--- config.mk ---
export PLATFORM = sky130hd
export DESIGN_NAME = alu_muldiv_seq_flat
export DESIGN_NICKNAME = d
export VERILOG_FILES = /design/src/rtl/alu_muldiv_seq_if.sv /design/src/rtl/alu_muldiv_seq.sv /design/src/flat_wrapper.sv
export SDC_FILE = /design/constraint.sdc
export NUM_CORES = 1
export LEC_CHECK = 0
export CORE_AREA = 2 2 101 103
export CTS_BUF_LIST = sky130_fd_sc_hd__clkbuf_2 sky130_fd_sc_hd__clkbuf_4 sky130_fd_sc_hd__clkbuf_8
export DETAILED_ROUTE_END_ITERATION = 12
export DIE_AREA = 0 0 103 105
export PLACE_DENSITY = 0.95
export SETUP_SLACK_MARGIN = 0.15
export SLEW_MARGIN = 20
export SYNTH_ARGS = -nofsm -noshare
export SYNTH_HDL_FRONTEND = slang
export SYNTH_SLANG_ARGS = --single-unit
--- constraint.sdc ---
create_clock -name clk -period 5.1 [get_ports clk]
set_clock_uncertainty 0.1 [all_clocks]
set_input_delay 1.275 -clock clk [delete_from_list [all_inputs] [get_ports clk]]
set_output_delay 1.275 -clock clk [all_outputs]
set_load 0.02 [all_outputs]
--- src/rtl/alu_muldiv_seq_if.sv ---
// Request/result bundle between the execute stage and the mul/div sequencer.
interface alu_muldiv_seq_if #(
    parameter int WIDTH = 16
);
    logic             start;
    logic [3:0]       alu_ctrl;
    logic [WIDTH-1:0] op_a;
    logic [WIDTH-1:0] op_b;
    logic             stall;
    logic             busy;
    logic             done;
    logic [WIDTH-1:0] result_hi;
    logic [WIDTH-1:0] result_lo;
    logic             div_by_zero;

    modport master (
        output start, alu_ctrl, op_a, op_b,
        input  stall, busy, done, result_hi, result_lo, div_by_zero
    );

    modport slave (
        input  start, alu_ctrl, op_a, op_b,
        output stall, busy, done, result_hi, result_lo, div_by_zero
    );
endinterface

--- src/rtl/alu_muldiv_seq.sv ---
// Iterative shift-add multiply / restoring divide sequencer; stalls the pipeline while busy.
// Define MULDIV_SIGNED_EN for two's-complement operands with sign fix-up in FIX.
module alu_muldiv_seq #(
    parameter int WIDTH = 16
) (
    input logic             clk,
    input logic             rst,
    alu_muldiv_seq_if.slave bus
);
    localparam int CW = $clog2(WIDTH + 1);

    typedef enum logic [1:0] {IDLE, RUN, FIX, DONE} state_e;

    state_e           state_q, state_d;
    logic [CW-1:0]    cnt_q, cnt_d;
    logic             is_div_q, is_div_d;
    logic [WIDTH-1:0] m_q, m_d;
    logic [WIDTH-1:0] hi_q, hi_d;
    logic [WIDTH-1:0] lo_q, lo_d;
    logic             sa_q, sa_d;
    logic             sb_q, sb_d;
    logic             bz_q, bz_d;
    logic [WIDTH-1:0] res_hi_q, res_hi_d;
    logic [WIDTH-1:0] res_lo_q, res_lo_d;
    logic             dbz_q, dbz_d;

    logic             code_ok;
    logic             accept;
    logic             busy;
    logic             sign_a, sign_b;
    logic [WIDTH-1:0] mag_a, mag_b;
    logic [WIDTH:0]   sum;
    logic [WIDTH:0]   rsh;
    logic             ge;
    logic [WIDTH-1:0] rem_sub;
    logic [2*WIDTH-1:0] prod;
    logic             neg;

    assign code_ok = (bus.alu_ctrl == 4'b0001) || (bus.alu_ctrl == 4'b0010);
    assign busy    = (state_q == RUN) || (state_q == FIX);
    assign accept  = bus.start && code_ok
                   && ((state_q == IDLE) || (state_q == DONE));

`ifdef MULDIV_SIGNED_EN
    assign sign_a = bus.op_a[WIDTH-1];
    assign sign_b = bus.op_b[WIDTH-1];
    assign mag_a  = sign_a ? -bus.op_a : bus.op_a;
    assign mag_b  = sign_b ? -bus.op_b : bus.op_b;
`else
    assign sign_a = 1'b0;
    assign sign_b = 1'b0;
    assign mag_a  = bus.op_a;
    assign mag_b  = bus.op_b;
`endif

    // {sum, lo_q} is the 2*WIDTH+1 bit accumulator before the right shift
    assign sum     = {1'b0, hi_q} + (lo_q[0] ? {1'b0, m_q} : '0);
    assign rsh     = {hi_q, lo_q[WIDTH-1]};
    assign ge      = rsh >= {1'b0, m_q};
    assign rem_sub = rsh[WIDTH-1:0] - m_q;
    assign neg     = sa_q ^ sb_q;
    assign prod    = neg ? -{hi_q, lo_q} : {hi_q, lo_q};

    always_comb begin
        state_d  = state_q;
        cnt_d    = cnt_q;
        is_div_d = is_div_q;
        m_d      = m_q;
        hi_d     = hi_q;
        lo_d     = lo_q;
        sa_d     = sa_q;
        sb_d     = sb_q;
        bz_d     = bz_q;
        res_hi_d = res_hi_q;
        res_lo_d = res_lo_q;
        dbz_d    = dbz_q;
        unique case (state_q)
            IDLE: ;
            RUN: begin
                cnt_d = cnt_q - CW'(1);
                if (is_div_q) begin
                    hi_d = ge ? rem_sub : rsh[WIDTH-1:0];
                    lo_d = {lo_q[WIDTH-2:0], ge};
                end else begin
                    hi_d = sum[WIDTH:1];
                    lo_d = {sum[0], lo_q[WIDTH-1:1]};
                end
                if (cnt_q == CW'(1)) state_d = FIX;
            end
            FIX: begin
                if (is_div_q) begin
                    // a zero divisor leaves the quotient at all ones
                    res_lo_d = (neg && !bz_q) ? -lo_q : lo_q;
                    res_hi_d = sa_q ? -hi_q : hi_q;
                    dbz_d    = bz_q;
                end else begin
                    res_hi_d = prod[2*WIDTH-1:WIDTH];
                    res_lo_d = prod[WIDTH-1:0];
                    dbz_d    = 1'b0;
                end
                state_d = DONE;
            end
            DONE:    state_d = IDLE;
            default: state_d = IDLE;
        endcase
        if (accept) begin
            state_d  = RUN;
            cnt_d    = CW'(WIDTH);
            is_div_d = bus.alu_ctrl[1];
            m_d      = bus.alu_ctrl[1] ? mag_b : mag_a;
            lo_d     = bus.alu_ctrl[1] ? mag_a : mag_b;
            hi_d     = '0;
            sa_d     = sign_a;
            sb_d     = sign_b;
            bz_d     = (bus.op_b == '0);
        end
    end

    always_ff @(posedge clk) begin
        if (rst) begin
            state_q  <= IDLE;
            cnt_q    <= '0;
            is_div_q <= 1'b0;
            m_q      <= '0;
            hi_q     <= '0;
            lo_q     <= '0;
            sa_q     <= 1'b0;
            sb_q     <= 1'b0;
            bz_q     <= 1'b0;
            res_hi_q <= '0;
            res_lo_q <= '0;
            dbz_q    <= 1'b0;
        end else begin
            state_q  <= state_d;
            cnt_q    <= cnt_d;
            is_div_q <= is_div_d;
            m_q      <= m_d;
            hi_q     <= hi_d;
            lo_q     <= lo_d;
            sa_q     <= sa_d;
            sb_q     <= sb_d;
            bz_q     <= bz_d;
            res_hi_q <= res_hi_d;
            res_lo_q <= res_lo_d;
            dbz_q    <= dbz_d;
        end
    end

    assign bus.stall       = busy | accept;
    assign bus.busy        = busy;
    assign bus.done        = (state_q == DONE);
    assign bus.result_hi   = res_hi_q;
    assign bus.result_lo   = res_lo_q;
    assign bus.div_by_zero = dbz_q;
endmodule

--- src/flat_wrapper.sv ---
// flat-port wrapper written by rule: the top's interface ports become plain ports
module alu_muldiv_seq_flat 
#(
    parameter int WIDTH = 16
)
  (clk, rst, bus_start, bus_alu_ctrl, bus_op_a, bus_op_b, bus_stall, bus_busy, bus_done, bus_result_hi, bus_result_lo, bus_div_by_zero);
  alu_muldiv_seq_if #(.WIDTH(WIDTH)) bus_i ();
  input logic clk;
  input logic rst;
  input wire logic [$bits(bus_i.start)-1:0] bus_start;
  input wire logic [$bits(bus_i.alu_ctrl)-1:0] bus_alu_ctrl;
  input wire logic [$bits(bus_i.op_a)-1:0] bus_op_a;
  input wire logic [$bits(bus_i.op_b)-1:0] bus_op_b;
  output wire logic [$bits(bus_i.stall)-1:0] bus_stall;
  output wire logic [$bits(bus_i.busy)-1:0] bus_busy;
  output wire logic [$bits(bus_i.done)-1:0] bus_done;
  output wire logic [$bits(bus_i.result_hi)-1:0] bus_result_hi;
  output wire logic [$bits(bus_i.result_lo)-1:0] bus_result_lo;
  output wire logic [$bits(bus_i.div_by_zero)-1:0] bus_div_by_zero;
  assign bus_i.start = bus_start;
  assign bus_i.alu_ctrl = bus_alu_ctrl;
  assign bus_i.op_a = bus_op_a;
  assign bus_i.op_b = bus_op_b;
  assign bus_stall = bus_i.stall;
  assign bus_busy = bus_i.busy;
  assign bus_done = bus_i.done;
  assign bus_result_hi = bus_i.result_hi;
  assign bus_result_lo = bus_i.result_lo;
  assign bus_div_by_zero = bus_i.div_by_zero;
  alu_muldiv_seq #(.WIDTH(WIDTH)) u_core (.clk(clk), .rst(rst), .bus(bus_i));
endmodule
[Word level (Yosys, flattened, before mapping)]
Cells that the tools add are included.
Storage, ports and cells
  output and inout bits: 36
  logic and storage cells: 52
  bits of input ports: 39
  flip-flop bits (word level): 90
Cells by class
  reduce and logical (&&, ||, !) cells: 13
  add/sub/neg operators: 3
  equality and inequality tests: 8
  bitwise gates (word level): 1
  $lt $le $gt $ge: 1
  multiplexer cells: 14
Operator list (count)
  16-bit two-way mux: 8
  16-bit by 17-bit adder with 17-bit output: 1
  17-bit by 16-bit >= comparator with 1-bit output: 1
  16-bit logical NOT: 1
  16-bit subtractor: 1
  5-bit two-way mux: 2
  2-bit one-hot mux with 3 select lines: 1
  5-bit by 1-bit == test with 1-bit output (second input constant): 1
  5-bit by 1-bit subtractor with 5-bit output (second input constant): 1
  2-bit == test (second input constant): 2
  4-bit by 1-bit == test with 1-bit output (second input constant): 1
  4-bit by 2-bit == test with 1-bit output (second input constant): 1
  2-bit AND reduction: 2
  4-bit nonzero test: 1
  1-bit logical OR: 3
  3-bit by 2-bit != test with 1-bit output (second input constant): 1
  3-bit nonzero test: 1
  2-bit by 1-bit == test with 1-bit output (second input constant): 1
  1-bit logical AND: 2
  2-bit logical NOT: 1
  1-bit two-way mux: 2
  2-bit two-way mux: 1
  2-bit != test (second input constant): 1
  2-bit nonzero test: 1
  2 further kinds: 2

[Depth between registers and ports, before layout]
Gate-level depths: netlist of run 1.
  depth after elaboration: 6
  mapped depth: 12
  depth with buffers taken out: 10

[Worst setup path before layout of run 1]
Ideal clock, no wire load.
  kind: in2out
  from: input bus_alu_ctrl[1]
  to: output bus_stall
  data required time: 3.725 ns
  path slack: 1.574 ns
  cell stages on the path: 3
  buffers on the path: 1
  arrival time: 2.151 ns
  path through: clkbuf_1 -> xnor2_1 -> o21ai_0
Between the ends
  cells in the longest elaborated chain, start to end: 5
  elaborated cells on any way between the ends: 6
  those cells by class: eq/ne (2); bitwise (1); reduce/logical (3)
RTL lines
  start: declaration: line flat_wrapper.sv:11  | input wire logic [$bits(bus_i.alu_ctrl)-1:0] bus_alu_ctrl;
  4-bit by 1-bit == test with 1-bit output or 4-bit by 2-bit == test with 1-bit output (tied branches): line alu_muldiv_seq.sv:39  | assign code_ok = (bus.alu_ctrl == 4'b0001) || (bus.alu_ctrl == 4'b0010);
  1-bit logical OR *: line alu_muldiv_seq.sv:39
  1-bit logical AND *: line alu_muldiv_seq.sv:41  | assign accept = bus.start && code_ok
  1-bit logical AND *: line alu_muldiv_seq.sv:42  | && ((state_q == IDLE) || (state_q == DONE));
  1-bit OR *: line alu_muldiv_seq.sv:149  | assign bus.stall = busy | accept;
  end: declaration: line flat_wrapper.sv:14  | output wire logic [$bits(bus_i.stall)-1:0] bus_stall;
Every way passes the cells marked *; elsewhere a longest branch is shown, timed or not.

[Worst setup path after layout of run 1]
  from: input bus_alu_ctrl[3]
  to: output bus_stall
The elaborated chain is that of the path after synthesis.

==> metrics.md, run 1 <==
| Metric | Value |
|---|---|
| Worst-Skew Late Latency | `between 300 and 400 ps` |
| Final-report setup violation count | `0` |
| Int Pwr | `1540 uW` |
| Clock period minus worst slack | `approximately 4200 ps` |
| Num CTS Buffers | `9` |
| CTS tree | `built` |
| Clock share of power | `0.202` |
| Fin. max-slew vios | `0` |
| Mapped Area | `6030 um^2` |
| Grt ovf | `0` |
| CTS resizes | `0` |
| # DRC | `0` |
| Layout fillers | `645` |
| Die X-Extent | `slightly above 100 um` |
| Clock-pin slew on the worst setup and hold paths | `90 ps` |
| Synthesized area per cell | `8.50 um^2` |
| Initial antenna violation count | `0` |
| Layout cells sized above 1 | `0.0591` |
| Die ar. | `10800 um^2` |
| Max incr delay on CP | `630 ps` |
| Diodes inserted | `0` |
| R2R depth | `10` |
| IO Port Bufs | `74` |
| Num rows | `36` |
| Placer Congestion | `0.937` |
| Initial DRT Pass Iterations | `6` |
| Net Count, Synth | `slightly below 800` |
| Dpl hpwl | `12.1 mm` |
| Clock Tree Buf Depth | `2` |
| Synth cell types | `between 60 and 70` |
| Number of synthesized flops with an enable pin | `0` |
| Die Height | `105 um` |
| IO Count | `75` |
| Clock root buffer | `clkbuf_8` |
| WP data arrival | `2800 ps` |
| Register share of total power | `0.319` |
| Design Area, Final | `7030 um^2` |
| Ys flop type | `dfxtp_1` |
| Switching share of power | `0.420` |
| Synth top area share | `0.299` |
| Yosys reg bits | `90` |
| Net load switching power | `1110 uW` |
| Setup_tns | `0 ps` |
| WL/cell | `18.7 um` |
| Register area share after synthesis | `0.299` |
| Cts hold-fix bufs | `0` |
| CTS H-Tree Depth | `3` |
| Fmax | `239 MHz` |
| Layout area overhead | `16.6%` |
| Status | `finished clean` |
| Worst setup EP type | `output pin` |
| Post-synthesis async set-or-reset flop share | `0` |
| Post-Place Worst Slack | `919 ps` |
| Core area | `9640 um^2` |
| Slew HR | `0.254` |
| Area leader, netlist | `dfxtp_1` |
| GRT Util Overall | `0.317` |
| Critical path's top delay family | `buffers and inverters` |
| Ratio of total power to cell area | `between 300 and 400 nW/um^2` |
| Part of the power in combinational logic | `0.479` |
| Peak VDD IR | `between 0.2 and 0.25 mV` |
| Crit path depth | `5` |
| Largest net degree at the start of global routing | `71` |
| Hold Path Cell Cnt | `2` |
| Critical path buffers and inverters | `2` |
| Slowest CP cell | `clkdlybuf4s50_1` |
| Register Area | `1800 um^2` |
| Leading post-synthesis cells by cell area | `dfxtp_1, mux2i_1, ha_1` |
| Final WS setup | `just over 900 ps` |
| Critical path peak fanout | `4` |
| Setup crit start kind | `primary input` |
| Initial Utilization | `0.625` |
| P_leak | `0.00271 uW` |
| Tcrit/Tclk final | `0.820` |
| Post-route ant nets | `0` |
| Top-count cell post-synth | `nor2_1` |
| Ys Warns | `0` |
| Placed inst area | `6800 um^2` |
| Routed vias/inst | `6.52` |
| Mapped Cells | `around 700` |
| Cell breakdown of the critical path | `clkdlybuf4s50_1 -> nor2_1 -> nand3_1 -> o21ai_0 -> clkdlybuf4s50_1` |
| DRT iter0 DRCs | `446` |
| First-pass GRT wire length | `27.3 mm` |
| Setup repair after global routing missed its margin | `false` |
| Hold Path Class | `register to register` |
| CTS sink cnt | `90` |
| CP dominant cell by count | `clkdlybuf4s50_1` |
| Critical path type | `primary input to output pin` |
| Max-Cap Viols | `0` |
| Post-CTS Repair Setup Buffers | `0` |
| CP required | `3720 ps` |
| Drt total wl | `16.8 mm` |
| Final nets | `approximately 840` |
| Vias | `a little under 6000` |
| Top cells by count, synth | `nor2_1, dfxtp_1, mux2i_1` |
| Multi-input gate area | `3960 um^2` |
| Vias in the first global route | `around 5600` |
| Final hold vios | `0` |
| Pin slew with the least headroom to its limit | `1120 ps` |
==> layout by cell type, fill, tap and decap left out, types with 11 or more instances in the layout <==
cell type,count
a211oi_1,61
a21oi_1,28
and2_1,18
clkbuf_8,11
clkdlybuf4s50_1,72
dfxtp_1,89
ha_1,38
inv_1,30
mux2i_1,82
nand2_1,13
nor2_1,96
nor3_1,12
o21ai_0,34
xnor2_1,13
xor2_1,12
==> sequential cells by signal, indices dropped and copies added (netlist names) <==
| signal | cells |
|---|---|
| u_core.bus.result_lo | 16 |
| u_core.state_q | 2 |
| u_core.bus.result_hi | 16 |
| u_core.lo_q | 16 |
| u_core.hi_q | 16 |
| u_core.bz_q | 1 |
| u_core.cnt_q | 5 |
| u_core.is_div_q | 1 |
| u_core.m_q | 16 |
| u_core.bus.div_by_zero | 1 |
==> worst register-to-register path, delay by kind of cell (launching register included) <==
family                   cells  cell delay [ps]
XOR/XNOR                     1              190
adder cells (fa/ha/maj)      2              650
AO/OA/AOI/OAI                4             1130
AND/OR/NAND/NOR              3              560
flip-flops                   1              490
==> final cells by class <==
| type | instances | area share |
|---|---|---|
| multi-input cells | 546 | 0.563 |
| well taps | 133 | 0.0237 |
| clock inverters | 5 | 0.00962 |
| inverters | 30 | 0.0160 |
| flip-flops and latches | 90 | 0.257 |
| repair buffers | 79 | 0.109 |
| clock buffers | 11 | 0.0215 |
==> per-layer routing <==
metal | up-vias | wire, um | GRT usage
met5 | - | 0 | 0
met4 | 0 | 954 | 0.183
met3 | 77 | 1400 | 0.0522
met2 | 358 | 7920 | 0.511
met1 | 2699 | 6490 | 0.392
li1 | 2693 | - | -
==> worst paths after layout <==
| path | start | endpoint | slack, ps |
|---|---|---|---|
| setup / recovery | bus_alu_ctrl[3] | bus_stall | 920 |
| hold / removal | u_core.bz_q | u_core.bus.div_by_zero | 400 |
| setup reg to reg | u_core.lo_q[0] | u_core.hi_q[13] | 1890 |
| hold reg to reg | u_core.bz_q | u_core.bus.div_by_zero | 400 |
==> through the flow <==
| step | total power [uW] | cells | util | hold slack (ps) |
|---|---|---|---|---|
| detailed placement | 2080 | 878 | 0.706 | 381 |
| global route | 2770 | 894 | 0.729 | 422 |
| CTS | 2610 | 894 | 0.728 | 402 |
| global placement | 2030 | 878 | 0.706 | 358 |
| finish | 2650 | 894 | 0.729 | 401 |
| floorplan | 1780 | 709 | - | 361 |
==> power by group through the flow <==
stage	Combinational, uW	Sequential (uW)	Clock (uW)
finish	1270	846	535
global route	1370	850	556
CTS	1240	839	534
detailed placement	1220	855	0
global placement	1180	850	0
floorplan	955	823	0
==> cells by family (layout without fill, tap and decap cells) <==
| kind of cell | count (synthesis) | count (layout) | share of synthesized area |
|---|---|---|---|
| adders and majority gates | 41 | 41 | 0.0876 |
| xor gates and xnor gates | 25 | 25 | 0.0363 |
| DFF | 90 | 90 | 0.299 |
| AOI/OAI and AO/OA | 192 | 192 | 0.224 |
| muxes | 82 | 82 | 0.136 |
| and+or+nand+nor | 206 | 206 | 0.170 |
| buffers and inverters | 73 | 125 | 0.0467 |
(Power assumes the default switching activity.)
==> run 2, diff against run 1 <==
- CORE_AREA: 2 2 101 103 -> 2 2 105 107
- DIE_AREA: 0 0 103 105 -> 0 0 107 109
- PLACE_DENSITY: 0.95 -> 0.9
- clock period: 5.1 -> 3.94 ns (I/O delays scaled with it)
==> run 2 against run 1 <==
Effect of this change: count of clock-buffer cells in the layout decreased by 2; non-clock buffer count rose by 4; sequential share of layout area about the same; via count fell by 5.2%; utilization down 6.7 points; flip-flop and latch count unchanged; sequential power increased by 29%; power grew 25%; register-to-register slack got worse by 1100 ps; critical path depth unchanged; global-route usage down 4.4 points; critical endpoint unchanged; largest power group unchanged; highest routed layer unchanged.
==> metrics.md, run 2 (same netlist as run 1, synthesis figures left out) <==
| Metric | Value |
|---|---|
| Drt total wl | `15.7 mm (-6.2%)` |
| Num CTS Buffers | `9 (unchanged)` |
| Initial antenna violation count | `0 (unchanged)` |
| Multi-input gate area | `3950 um^2 (-0.13%)` |
| Peak VDD IR | `0.254 mV (+21%)` |
| Vias | `5522 (-5.2%)` |
| Minimum hold slack | `390 ps (-11.1 ps)` |
| Num rows | `38 (+5.6%)` |
| Cts hold-fix bufs | `0 (unchanged)` |
| Status | `finished clean` |
| Setup crit start kind | `primary input` |
| Slew HR | `0.265 (+0.0101)` |
| P_leak | `0.00269 uW (-0.56%)` |
| Layout fillers | `822 (+27%)` |
| Layout area overhead | `16.4%` |
| IO Port Bufs | `74 (unchanged)` |
| Final nets | `840 (+0.48%)` |
| Critical path type | `primary input to output pin` |
| Post-route ant nets | `0 (unchanged)` |
| Core area | `10600 um^2 (+10%)` |
| Setup_tns | `0 ps (unchanged)` |
| Post-Place Worst Slack | `337 ps (-582 ps)` |
| Critical path peak fanout | `4 (unchanged)` |
| Die X-Extent | `107 um (+3.9%)` |
| Fin. max-slew vios | `0 (unchanged)` |
| Initial Utilization | `0.568 (-0.0568)` |
| Final hold vios | `0 (unchanged)` |
| Setup repair after global routing missed its margin | `false` |
| Most frequent cells in the layout | `nor2_1, dfxtp_1, mux2i_1` |
| Initial DRT Pass Iterations | `5 (-1)` |
| Routed vias/inst | `6.11 (-6.3%)` |
| Vias in the first global route | `5259 (-6.7%)` |
| Die Height | `109 um (+3.8%)` |
| Fmax | `276 MHz` |
| Register Area | `1800 um^2 (unchanged)` |
| WP data arrival | `2530 ps (-270 ps)` |
| Critical path buffers and inverters | `2 (unchanged)` |
| Post-CTS Repair Setup Buffers | `0 (unchanged)` |
| DRT iter0 DRCs | `343 (-23%)` |
| Final WS setup | `323 ps (-597 ps)` |
| CTS H-Tree Depth | `3 (unchanged)` |
| Commonest non-fill, non-tap cell in the layout | `nor2_1` |
| Placer Congestion | `0.941 (+0.44%)` |
| WL/cell | `17.4 um (-7.2%)` |
| CP dominant cell by count | `clkdlybuf4s50_1` |
| First-pass GRT wire length | `25.5 mm (-6.4%)` |
| Tcrit/Tclk final | `0.918` |
| Die ar. | `11700 um^2 (+7.8%)` |
| Diodes inserted | `0 (unchanged)` |
| Pin slew with the least headroom to its limit | `1100 ps (-15.2 ps)` |
| Final-report setup violation count | `0 (unchanged)` |
| Slowest CP cell | `clkdlybuf4s50_1` |
| Max incr delay on CP | `630 ps (about the same)` |
| Clock period minus worst slack | `3620 ps` |
| CTS resizes | `0 (unchanged)` |
| Critical path's top delay family | `buffers and inverters` |
| # DRC | `0 (unchanged)` |
| CP required | `2850 ps (-870 ps)` |
| Layout cells sized above 1 | `0.0615 (+0.00239)` |
| Hold Path Class | `register to register` |
| IO Count | `75 (unchanged)` |
| Largest net degree at the start of global routing | `68 (-4.2%)` |
| Max-Cap Viols | `0 (unchanged)` |
| Final Power | `3300 uW (+25%)` |
| CTS sink cnt | `90 (unchanged)` |
| Clock-pin slew on the worst setup and hold paths | `100 ps (about the same)` |
| GRT Util Overall | `0.273 (-0.0439)` |
| Cell breakdown of the critical path | `clkdlybuf4s50_1 -> nor2_1 -> nand3_1 -> o21ai_0 -> clkdlybuf4s50_1` |
| CTS tree | `built` |
| Ratio of total power to cell area | `471 nW/um^2 (+25%)` |
| Worst setup EP type | `output pin` |
| Clock Tree Buf Depth | `2 (unchanged)` |
| Worst-Skew Late Latency | `380 ps (about the same)` |
| Clock root buffer | `clkbuf_8` |
| Dpl hpwl | `11.9 mm (-1.4%)` |
| Grt ovf | `0 (unchanged)` |
## run 2: cell count changes in the layout (fill, tap and decap cells not counted)
cell,delta
buf_4,+4
clkinvlp_4,+3
clkbuf_8,-2
bufinv_16,-1
inv_6,-1
nor3_1,+1
nor3_2,-1
## run 2: path summary, 6_finish.rpt
kind	start	to	slack, ps	depth (start not counted)
worst max-delay path	bus_alu_ctrl[3]	bus_stall	320	5
worst min-delay path	u_core.bus.div_by_zero	u_core.bus.div_by_zero	390	2
worst max register to register	u_core.lo_q[0]	u_core.hi_q[13]	750	10
worst min register to register	u_core.bus.div_by_zero	u_core.bus.div_by_zero	390	2
## run 2: power by group
group	leakage (uW)	switching, uW	total, uW	internal (uW)
registers	0.000729	105	1090	981
logic	0.00188	958	1630	675
clock network	0.0000798	350	583	233
## run 2: final cells by class
type | count | area share
Multi-Input combinational cell | 546 | 0.563
Sequential cell | 90 | 0.257
Timing Repair Buffer | 83 | 0.114
Tap cell | 140 | 0.0250
Clock buffer | 9 | 0.0177
Inverter | 30 | 0.0160
Clock inverter | 6 | 0.00731
## run 2: metal layers
metal | GRT usage | share of wire
met3 | 0.0460 | 0.060
met4 | 0.0826 | 0.020
met5 | 0 | 0
met1 | 0.357 | 0.44
met2 | 0.463 | 0.48
## run 2: per-stage QoR
stage                     instance area, um^2  std cells  utilization
after floorplan                          6030        709            -
after global placement                   6840        889        0.645
after detailed placement                 6840        889        0.645
after CTS                                7020        904        0.662
after global routing                     7020        904        0.662
final                                    7020        904        0.662
## run 2: tightest hold or removal path, cell delays in order (launching register included)
cell      delay [ps]
dfxtp_1          320
nand2b_1          70
a21oi_1           60
